File: src/rtl/rv32_mmio_pkg.sv
// Shared definitions for the memory-mapped UART transmitter: register offsets,
// STATUS bit positions and the transmit FSM encoding.
package rv32_mmio_pkg;

  localparam logic [3:0] TXDATA_OFF = 4'h0;
  localparam logic [3:0] STATUS_OFF = 4'h4;
  localparam logic [3:0] BAUD_OFF   = 4'h8;

  localparam int STAT_BUSY = 0;
  localparam int STAT_FULL = 1;
  localparam int STAT_OVR  = 2;

  localparam logic [1:0] TX_IDLE  = 2'd0;
  localparam logic [1:0] TX_START = 2'd1;
  localparam logic [1:0] TX_DATA  = 2'd2;
  localparam logic [1:0] TX_STOP  = 2'd3;

  typedef enum logic [1:0] {
    S_IDLE  = TX_IDLE,
    S_START = TX_START,
    S_DATA  = TX_DATA,
    S_STOP  = TX_STOP
  } tx_state_e;

endpackage

File: src/rtl/uart_tx_mmio_if.sv
// Core data-bus slice seen by the UART: address/strobes/write data in, read data and hit out.
interface uart_tx_mmio_if #(
  parameter int AW = 32,
  parameter int DW = 32
);
  logic [AW-1:0] address;
  logic          read;
  logic          write;
  logic [DW-1:0] wdata;
  logic [DW-1:0] rdata;
  logic          hit;

  modport master (output address, read, write, wdata, input rdata, hit);
  modport slave  (input address, read, write, wdata, output rdata, hit);
endinterface

File: src/rtl/uart_tx_shifter.sv
// 8N1 serial shifter: takes a byte from the holding register when idle and
// emits start, eight data bits LSB first, and stop, each lasting div+1 clocks.
module uart_tx_shifter
  import rv32_mmio_pkg::*;
(
  input  logic        clk,
  input  logic        reset,
  input  logic [15:0] div,
  input  logic        load,
  input  logic [7:0]  tx_byte,
  output logic        busy,
  output logic        tx,
  output logic        taken
);

  tx_state_e   state_q, state_d;
  logic [15:0] cnt_q, cnt_d;
  logic [15:0] div_q, div_d;
  logic [2:0]  idx_q, idx_d;
  logic [7:0]  shift_q, shift_d;
  logic        tx_q, tx_d;
  logic        bit_done;

  // Divider is latched per bit, so a new BAUD_DIV applies from the next bit boundary.
  assign bit_done = (cnt_q >= div_q);

  always_comb begin
    // NOTE: every signal written here gets a default first so no latch is inferred.
    state_d = state_q;
    cnt_d   = cnt_q + 16'd1;
    div_d   = div_q;
    idx_d   = idx_q;
    shift_d = shift_q;
    taken   = 1'b0;
    tx_d    = 1'b1;

    unique case (state_q)
      S_IDLE: begin
        cnt_d = '0;
        if (load) begin
          taken   = 1'b1;
          shift_d = tx_byte;
          div_d   = div;
          state_d = S_START;
        end
      end
      S_START: begin
        if (bit_done) begin
          cnt_d   = '0;
          idx_d   = '0;
          div_d   = div;
          state_d = S_DATA;
        end
      end
      S_DATA: begin
        if (bit_done) begin
          cnt_d = '0;
          div_d = div;
          if (idx_q == 3'd7) begin
            state_d = S_STOP;
          end else begin
            idx_d   = idx_q + 3'd1;
            shift_d = shift_q >> 1;
          end
        end
      end
      S_STOP: begin
        if (bit_done) begin
          cnt_d   = '0;
          state_d = S_IDLE;
        end
      end
      default: state_d = S_IDLE;
    endcase

    // The line is registered from the next state so it changes cleanly on the edge.
    case (state_d)
      S_START: tx_d = 1'b0;
      S_DATA:  tx_d = shift_d[0];
      default: tx_d = 1'b1;
    endcase
  end

  always_ff @(posedge clk) begin
    // NOTE: sequential state uses non-blocking assignments so all registers update together.
    if (reset) begin
      state_q <= S_IDLE;
      cnt_q   <= '0;
      div_q   <= '0;
      idx_q   <= '0;
      shift_q <= '0;
      tx_q    <= 1'b1;
    end else begin
      state_q <= state_d;
      cnt_q   <= cnt_d;
      div_q   <= div_d;
      idx_q   <= idx_d;
      shift_q <= shift_d;
      tx_q    <= tx_d;
    end
  end

  assign busy = (state_q != S_IDLE);
  assign tx   = tx_q;

endmodule

File: src/rtl/uart_tx_mmio.sv
// Memory-mapped UART transmitter: bus decode, holding register, overrun flag and
// baud divider; serialisation is delegated to uart_tx_shifter.
module uart_tx_mmio
  import rv32_mmio_pkg::*;
#(
  parameter int unsigned BASE        = 'h800,
  parameter int          AW          = 32,
  parameter int          DW          = 32,
  parameter logic [15:0] DEFAULT_DIV = 16'd433
) (
  input  logic           clk,
  input  logic           reset,
  uart_tx_mmio_if.slave  bus,
  output logic           tx
);

  localparam logic [AW-1:0] BASE_W = AW'(BASE);

  logic [3:0]  off;
  logic        wr_tx, wr_stat, wr_baud;
  logic [7:0]  hold_q;
  logic        hold_full_q;
  logic        overrun_q;
  logic [15:0] div_q;
  logic        busy, taken;
  logic        unused_bits;

  assign bus.hit = (bus.address[AW-1:4] == BASE_W[AW-1:4]);
  assign off     = {bus.address[3:2], 2'b00};
  assign wr_tx   = bus.hit && bus.write && (off == TXDATA_OFF);
  assign wr_stat = bus.hit && bus.write && (off == STATUS_OFF);
  assign wr_baud = bus.hit && bus.write && (off == BAUD_OFF);

  assign unused_bits = ^{bus.wdata[DW-1:16], bus.address[1:0]};

  always_ff @(posedge clk) begin
    if (reset) begin
      hold_full_q <= 1'b0;
      overrun_q   <= 1'b0;
      div_q       <= DEFAULT_DIV;
    end else begin
      if (wr_baud) div_q <= bus.wdata[15:0];
      if (wr_stat && bus.wdata[STAT_OVR]) overrun_q <= 1'b0;
      // A write landing on the same edge as the shifter's take still sees the old byte.
      if (wr_tx) begin
        if (hold_full_q) overrun_q   <= 1'b1;
        else             hold_full_q <= 1'b1;
      end
      if (taken) hold_full_q <= 1'b0;
    end
  end

  // NOTE: hold data is deliberately not reset; hold_full qualifies it.
  always_ff @(posedge clk) begin
    if (wr_tx && !hold_full_q) hold_q <= bus.wdata[7:0];
  end

  always_comb begin
    bus.rdata = '0;
    if (bus.hit && bus.read) begin
      case (off)
        STATUS_OFF: begin
          bus.rdata[STAT_BUSY] = busy;
          bus.rdata[STAT_FULL] = hold_full_q;
          bus.rdata[STAT_OVR]  = overrun_q;
        end
        BAUD_OFF: bus.rdata[15:0] = div_q;
        default:  bus.rdata = '0;
      endcase
    end
  end

  uart_tx_shifter u_shifter (
    .clk     (clk),
    .reset   (reset),
    .div     (div_q),
    .load    (hold_full_q),
    .tx_byte (hold_q),
    .busy    (busy),
    .tx      (tx),
    .taken   (taken)
  );

endmodule

File: src/flat_wrapper.sv
// flat-port wrapper written by rule: the top's interface ports become plain ports
module uart_tx_mmio_flat import rv32_mmio_pkg::*;
#(
  parameter int unsigned BASE        = 'h800,
  parameter int          AW          = 32,
  parameter int          DW          = 32,
  parameter logic [15:0] DEFAULT_DIV = 16'd433
)
  (clk, reset, tx, bus_address, bus_read, bus_write, bus_wdata, bus_rdata, bus_hit);
  uart_tx_mmio_if #(.AW(AW), .DW(DW)) bus_i ();
  input  logic clk;
  input  logic reset;
  output logic tx;
  input wire logic [$bits(bus_i.address)-1:0] bus_address;
  input wire logic [$bits(bus_i.read)-1:0] bus_read;
  input wire logic [$bits(bus_i.write)-1:0] bus_write;
  input wire logic [$bits(bus_i.wdata)-1:0] bus_wdata;
  output wire logic [$bits(bus_i.rdata)-1:0] bus_rdata;
  output wire logic [$bits(bus_i.hit)-1:0] bus_hit;
  assign bus_i.address = bus_address;
  assign bus_i.read = bus_read;
  assign bus_i.write = bus_write;
  assign bus_i.wdata = bus_wdata;
  assign bus_rdata = bus_i.rdata;
  assign bus_hit = bus_i.hit;
  uart_tx_mmio #(.BASE(BASE), .AW(AW), .DW(DW), .DEFAULT_DIV(DEFAULT_DIV)) u_core (.clk(clk), .reset(reset), .bus(bus_i), .tx(tx));
endmodule
File: config.mk
export PLATFORM = sky130hd
export DESIGN_NAME = uart_tx_mmio_flat
export DESIGN_NICKNAME = d
export VERILOG_FILES = /design/src/rtl/rv32_mmio_pkg.sv /design/src/rtl/uart_tx_mmio_if.sv /design/src/rtl/uart_tx_shifter.sv /design/src/rtl/uart_tx_mmio.sv /design/src/flat_wrapper.sv
export SDC_FILE = /design/constraint.sdc
export NUM_CORES = 1
export LEC_CHECK = 0
export ABC_CLOCK_PERIOD_IN_PS = 3100
export CAP_MARGIN = 20
export CELL_PAD_IN_SITES_DETAIL_PLACEMENT = 1
export CELL_PAD_IN_SITES_GLOBAL_PLACEMENT = 1
export CORE_MARGIN = 2
export CORE_UTILIZATION = 36
export DETAILED_ROUTE_END_ITERATION = 7
export PLACE_DENSITY_LB_ADDON = 0.1
export SYNTH_ARGS = -nofsm -noshare
export SYNTH_HDL_FRONTEND = slang
export SYNTH_SLANG_ARGS = --single-unit
File: constraint.sdc
create_clock -name clk -period 3.1 [get_ports clk]
set_clock_uncertainty 0.2 [all_clocks]
set_input_delay 0.465 -clock clk [delete_from_list [all_inputs] [get_ports clk]]
set_output_delay 0.465 -clock clk [all_outputs]
set_load 0.1 [all_outputs]
==> flow_summary.toml, run 1 <==
[outcome]
status = "finished, final reports clean"

[global_route]
grt_max_degree = 50
grt_antenna_before_repair = 0
grt_pass1_wl_mm = 15.1
gr-total-overflow = 0
grt_pass1_vias = 3041
grtUsageTotal = 0.170

[power]
p_per_area_nw_per_um2 = 473
peakVddDrop_mv = 0.212
p_leak_nw = 1.77

[layout]
area.growth.synth_to_final_pct = 31.3
final_area_um2 = 4970
nNetsFinal = 566
drive_above_1_share = 0.157
final-instance-count-excl-fill = 613
antenna_cells = 0

[synthesis]
synth.distinct_cells = 53
syn_inst = 402
synthArstFlopShare = 0
yosysWarnings = 0
synth_area_um2 = 3780
synthFlopType = "dfxtp_1"
synth_area_per_cell_um2 = 9.41
ys_seq_area_frac = 0.402
synth-seq-cells = 72
synth_edf_count = 8

[clock_network]
cts_tree = "done"
cts_hold_buf = 0
cts_htree_levels = 3
cts_repair_resize_count = 0
clk_pin_slew_ns = 0.08
clk_latency_ns = 0.36
clock_path_buffers = 2
cts_buffers = 9
cts_sinks = 72
post_cts_buffers = 0
cts-root-buf = "clkbuf_8"

[critical_path]
rr_worst_depth = 8
cpMostUsedCell = "buf_12"
crit_required_ns = 2.43
rr_endpoint = "u_core.u_shifter.shift_q[2]$_SDFFE_PP0P_"
critPathMaxStageDelay_ns = 0.40
crit_end = "bus_rdata[4]"
crit_fanout = 13
crit_slowest_cell = "clkdlybuf4s50_1"
startpoint_type = "input port"
arrival_ns = 2.23
r2r_slack_ns = 0.37
crit_start = "bus_address[5]"
worstSetupPathType = "in2out"
cp_cell_sequence = "clkdlybuf4s50_1 -> nor4b_1 -> nand4_1 -> nor2_4 -> and3_1 -> buf_12 -> and2_2 -> buf_12"
end_kind = "primary output"
r2r_start = "u_core.u_shifter.div_q[15]$_SDFFE_PP0P_"

[die]
core_um2 = 10300
rows = 37
pin_count = 102
die_h_um = 107
dieArea_um2 = 11300
die_w_um = 107
start_util = 0.368

[drt]
drc = 0
ant_nets = 0
routedWlPerCell_um = 15.4
num_vias = 3007
wl_mm = 9.41
firstDrtPassIters = 4
vias_per_cell = 4.91
drt_iter0_drc = 75

[run]
maxCapViolCount = 0

[placement]
place_inst = 597
dp_hpwl_mm = 7.24
port_buffers = 67
placed_area_um2 = 4750
gp_congestion = 0.725

[sta]
rsz0062_at_grt = "no"
max_freq_ghz = 0.345
tightestPinTransition_ns = 0.574
finalHoldViolCount = 0
period_needed_ns = 2.89
finalSetupViolCount = 0
maxSlewViolCount = 0
min_period_over_period = 0.934
slew_headroom = 0.614

[hold_path]
hold_class = "in2reg"
worst min-delay path by stage:
| stage | startpoint | end | slack (ns) | cells past startpoint |
|---|---|---|---|---|
| after floorplan | u_core.u_shifter.cnt_q[0]$_SDFF_PP0_ | u_core.u_shifter.cnt_q[0]$_SDFF_PP0_ | 0.23 | 1 |
| after global placement | u_core.u_shifter.cnt_q[0]$_SDFF_PP0_ | u_core.u_shifter.cnt_q[0]$_SDFF_PP0_ | 0.24 | 1 |
| after detailed placement | u_core.u_shifter.cnt_q[0]$_SDFF_PP0_ | u_core.u_shifter.cnt_q[0]$_SDFF_PP0_ | 0.26 | 1 |
| after CTS | reset | u_core.u_shifter.cnt_q[1]$_SDFF_PP0_ | 0.23 | 3 |
| after global routing | reset | u_core.u_shifter.cnt_q[1]$_SDFF_PP0_ | 0.25 | 3 |
| final | reset | u_core.u_shifter.cnt_q[1]$_SDFF_PP0_ | 0.24 | 3 |
area by class of cell:
type,count,area [um^2]
clock buffer,10,138
clock inverter,6,81.3
fill,1180,5310
sequential,72,1520
multi-input combinational,292,2070
tap,136,170
inverter,22,82.6
timing repair buffer,75,906
report_power, final:
| part | switching [mW] | internal, mW |
|---|---|---|
| sequential | 0.0142 | 0.963 |
| combinational | 0.340 | 0.195 |
| clock | 0.367 | 0.471 |
synth_stat cells, types with 2 or more instances:
cell      number  area share
buf_4         18       0.036
nand4_1        8       0.013
clkbuf_1      10      0.0099
nor3_1         3      0.0040
xnor2_1        4      0.0093
dfxtp_1       64        0.34
nor2b_1        9       0.015
nand3_1        8       0.011
o21a_1         2      0.0040
a31oi_1        3      0.0050
nand2_1       13       0.013
a211oi_1       6       0.012
nand2b_1       3      0.0050
a211o_1        5       0.012
and3_1         4      0.0066
nor2_1        59       0.059
edfxtp_1       8       0.063
or2_2          2      0.0033
inv_1         22       0.022
mux2i_1       29       0.077
xor2_1        10       0.023
ha_1          26       0.086
a22oi_1       12       0.024
nor4_1         7       0.012
o21ai_0        6      0.0079
and2_1        15       0.025
a21oi_1       20       0.026
critical path: cells and delay by family:
family                 cells  cell delay (ns)
buffers and inverters      3             0.72
and+or+nand+nor            5             1.04
flip-flops by register name, summed over array words and instances (netlist names):
| signal | cells |
|---|---|
| u_core.u_shifter.state_q | 2 |
| u_core.hold_full_q | 1 |
| u_core.overrun_q | 1 |
| u_core.u_shifter.tx | 1 |
| u_core.hold_q | 8 |
| u_core.u_shifter.shift_q | 8 |
| u_core.div_q | 16 |
| u_core.u_shifter.idx_q | 3 |
| u_core.u_shifter.cnt_q | 16 |
| u_core.u_shifter.div_q | 16 |
metal layers:
metal  global-route usage  part of all wire
met1                0.214              0.47
met2                0.290              0.48
met3               0.0429             0.044
met4               0.0473            0.0096
met5                    0                 0
stage by stage:
stage	utilization	TNS [ns]	power [mW]	setup slack [ns]	hold WS, ns
2_1_floorplan	-	-0.427	1.41	-0.142	0.230
3_3_place_gp	0.462	0	1.52	0.226	0.244
3_5_place_dp	0.462	0	1.53	0.167	0.260
4_1_cts	0.484	0	2.37	0.163	0.229
5_1_grt	0.484	0	2.45	0.0637	0.251
6_report	0.484	0	2.35	0.205	0.243
placed cells by master (no fill, tap or decap), drive strengths merged, types with 8 or more instances in the layout:
cell type	synthesis	final
inv	22	23
clkbuf	10	10
nor4	8	8
and2	15	15
a21oi	20	20
a22oi	12	12
conb	1	16
buf	21	27
clkdlybuf4s50	0	48
nand3	8	8
ha	26	26
edfxtp	8	8
nand4	10	10
nor2b	9	9
xor2	10	10
dfxtp	64	64
mux2i	29	29
nand2	13	13
nor2	59	59
cells by family after synthesis:
family | share of synthesized area
other | 0.000991
adder cells (fa/ha/maj) | 0.0860
AND/OR/NAND/NOR | 0.190
XOR/XNOR | 0.0324
buffers and inverters | 0.0737
AO/OA/AOI/OAI | 0.138
multiplexers | 0.0767
flip-flops | 0.402
(Power assumes the default switching activity.)
==> run 2, diff against run 1 <==
TNS_END_PERCENT = 10   (was default)
==> run 2 against run 1 <==
Setup slack hardly changed. Clock power is 16% lower. Sequential power hardly changed. Flip-flop and latch count stayed put. Count of clock-buffer cells in the layout is 2 higher. Routed wire length is 2.3% lower. Critical path type unchanged.
==> flow_summary.toml, run 2 (synthesis results as in run 1) <==
[outcome]
status = "finished, final reports clean"

[critical_path]
crit_required_ns = 2.43
rr_worst_depth = 8
worstSetupPathType = "in2out"
r2r_start = "u_core.u_shifter.div_q[15]$_SDFFE_PP0P_"
startpoint_type = "input port"
arrival_ns = 2.23
critPathMaxStageDelay_ns = 0.42
crit_slowest_cell = "clkdlybuf4s50_1"
end_kind = "primary output"
r2r_slack_ns = 0.31
rr_endpoint = "u_core.u_shifter.shift_q[3]$_SDFFE_PP0P_"
crit_fanout = 11
cp_cell_sequence = "clkdlybuf4s50_1 -> nor4_1 -> nand3_1 -> nor2_4 -> and3_1 -> buf_4 -> and2_1 -> buf_12"

[placement]
port_buffers = 67
place_ws_ns = 0.167
gp_congestion = 0.761
placed_area_um2 = 4730
dp_hpwl_mm = 7.14

[clock_network]
clock_path_buffers = 2
cts_hold_buf = 0
cts_buffers = 9
cts_repair_resize_count = 0
cts_htree_levels = 3
cts-root-buf = "clkbuf_8"
cts_sinks = 72
clk_latency_ns = 0.35
cts_tree = "done"
post_cts_buffers = 0
clk_pin_slew_ns = 0.08

[global_route]
gr-total-overflow = 0
grt_pass1_wl_mm = 14.9
grt_max_degree = 50
grt_antenna_before_repair = 0
grtUsageTotal = 0.166
grt_pass1_vias = 3005

[die]
dieArea_um2 = 11300
pin_count = 102
start_util = 0.368
die_h_um = 107
die_w_um = 107
rows = 37
core_um2 = 10300

[drt]
routedWlPerCell_um = 15.0
firstDrtPassIters = 5
num_vias = 3027
wl_mm = 9.20
vias_per_cell = 4.95
drt_iter0_drc = 98
drc = 0
ant_nets = 0

[hold_path]
hold_class = "in2reg"
hp-start = "reset"
min_path_cells = 3
hold-path-endpoint = "u_core.u_shifter.cnt_q[1]$_SDFF_PP0_"

[layout]
final_common_cell = "dfxtp_1"
n_fill_cell = 1177
nNetsFinal = 565
final_util = 0.478
drive_above_1_share = 0.147
most-common-layout-cells = "dfxtp_1 (64), nor2_1 (55), clkdlybuf4s50_1 (48), mux2i_1 (29), ha_1 (26)"
area.growth.synth_to_final_pct = 29.8
antenna_cells = 0
reg_top3 = "u_core.div_q: 16 flops, u_core.u_shifter.cnt_q: 16 flops, u_core.u_shifter.div_q: 16 flops"
final_area_um2 = 4910

[sta]
finalSetupViolCount = 0
rsz0062_at_grt = "no"
maxSlewViolCount = 0
period_needed_ns = 2.89
min_period_over_period = 0.934
tightestPinTransition_ns = 0.660
max_freq_ghz = 0.346
finalHoldViolCount = 0
slew_headroom = 0.560
fin_ws_ns = 0.206

[power]
p_per_area_nw_per_um2 = 450
p_leak_nw = 1.74
peakVddDrop_mv = 0.165

[run]
maxCapViolCount = 0
run 2: critical path, delay by kind of cell:
family	cells	cell delay, ns
simple gates	5	0.96
buf+inv	3	0.79
run 2: layout make-up:
cell class / count / area, um^2 / share of cell area
repair buffers: 74 / 886 / 0.180
flip-flops and latches: 72 / 1520 / 0.310
inverters: 22 / 82.6 / 0.0168
clock buffers: 12 / 155 / 0.0316
multi-input cells: 292 / 2070 / 0.421
well taps: 136 / 170 / 0.0347
clock inverters: 4 / 27.5 / 0.00561
run 2: worst max path at each step:
stage	depth (start not counted)	from	slack (ns)	end
6_report	8	bus_address[18]	0.21	bus_rdata[3]
5_1_grt	8	bus_address[13]	0.06	bus_rdata[15]
4_1_cts	8	bus_address[18]	0.15	bus_rdata[3]
3_5_place_dp	8	bus_address[18]	0.17	bus_rdata[15]
3_3_place_gp	8	bus_address[6]	0.18	bus_rdata[15]
2_1_floorplan	5	bus_address[5]	-0.14	bus_rdata[0]
run 2: layer usage:
layer	track usage	routed length, um
met4	0.0334	99
met1	0.223	4470
met5	0	0
met3	0.0417	372
met2	0.273	4250
run 2: per-stage QoR:
stage                     hold WS, ns  setup TNS [ns]  power, mW  cells
after floorplan                 0.230          -0.600       1.41    417
after global placement          0.244               0       1.52    596
after detailed placement        0.258               0       1.53    596
after CTS                       0.253               0       2.23    612
after global routing            0.268               0       2.31    612
final                           0.275               0       2.21    612
run 2: power by group:
part	internal (mW)	switching, mW
clock network	0.335	0.367
logic	0.195	0.336
registers	0.963	0.0143
total	1.49	0.717
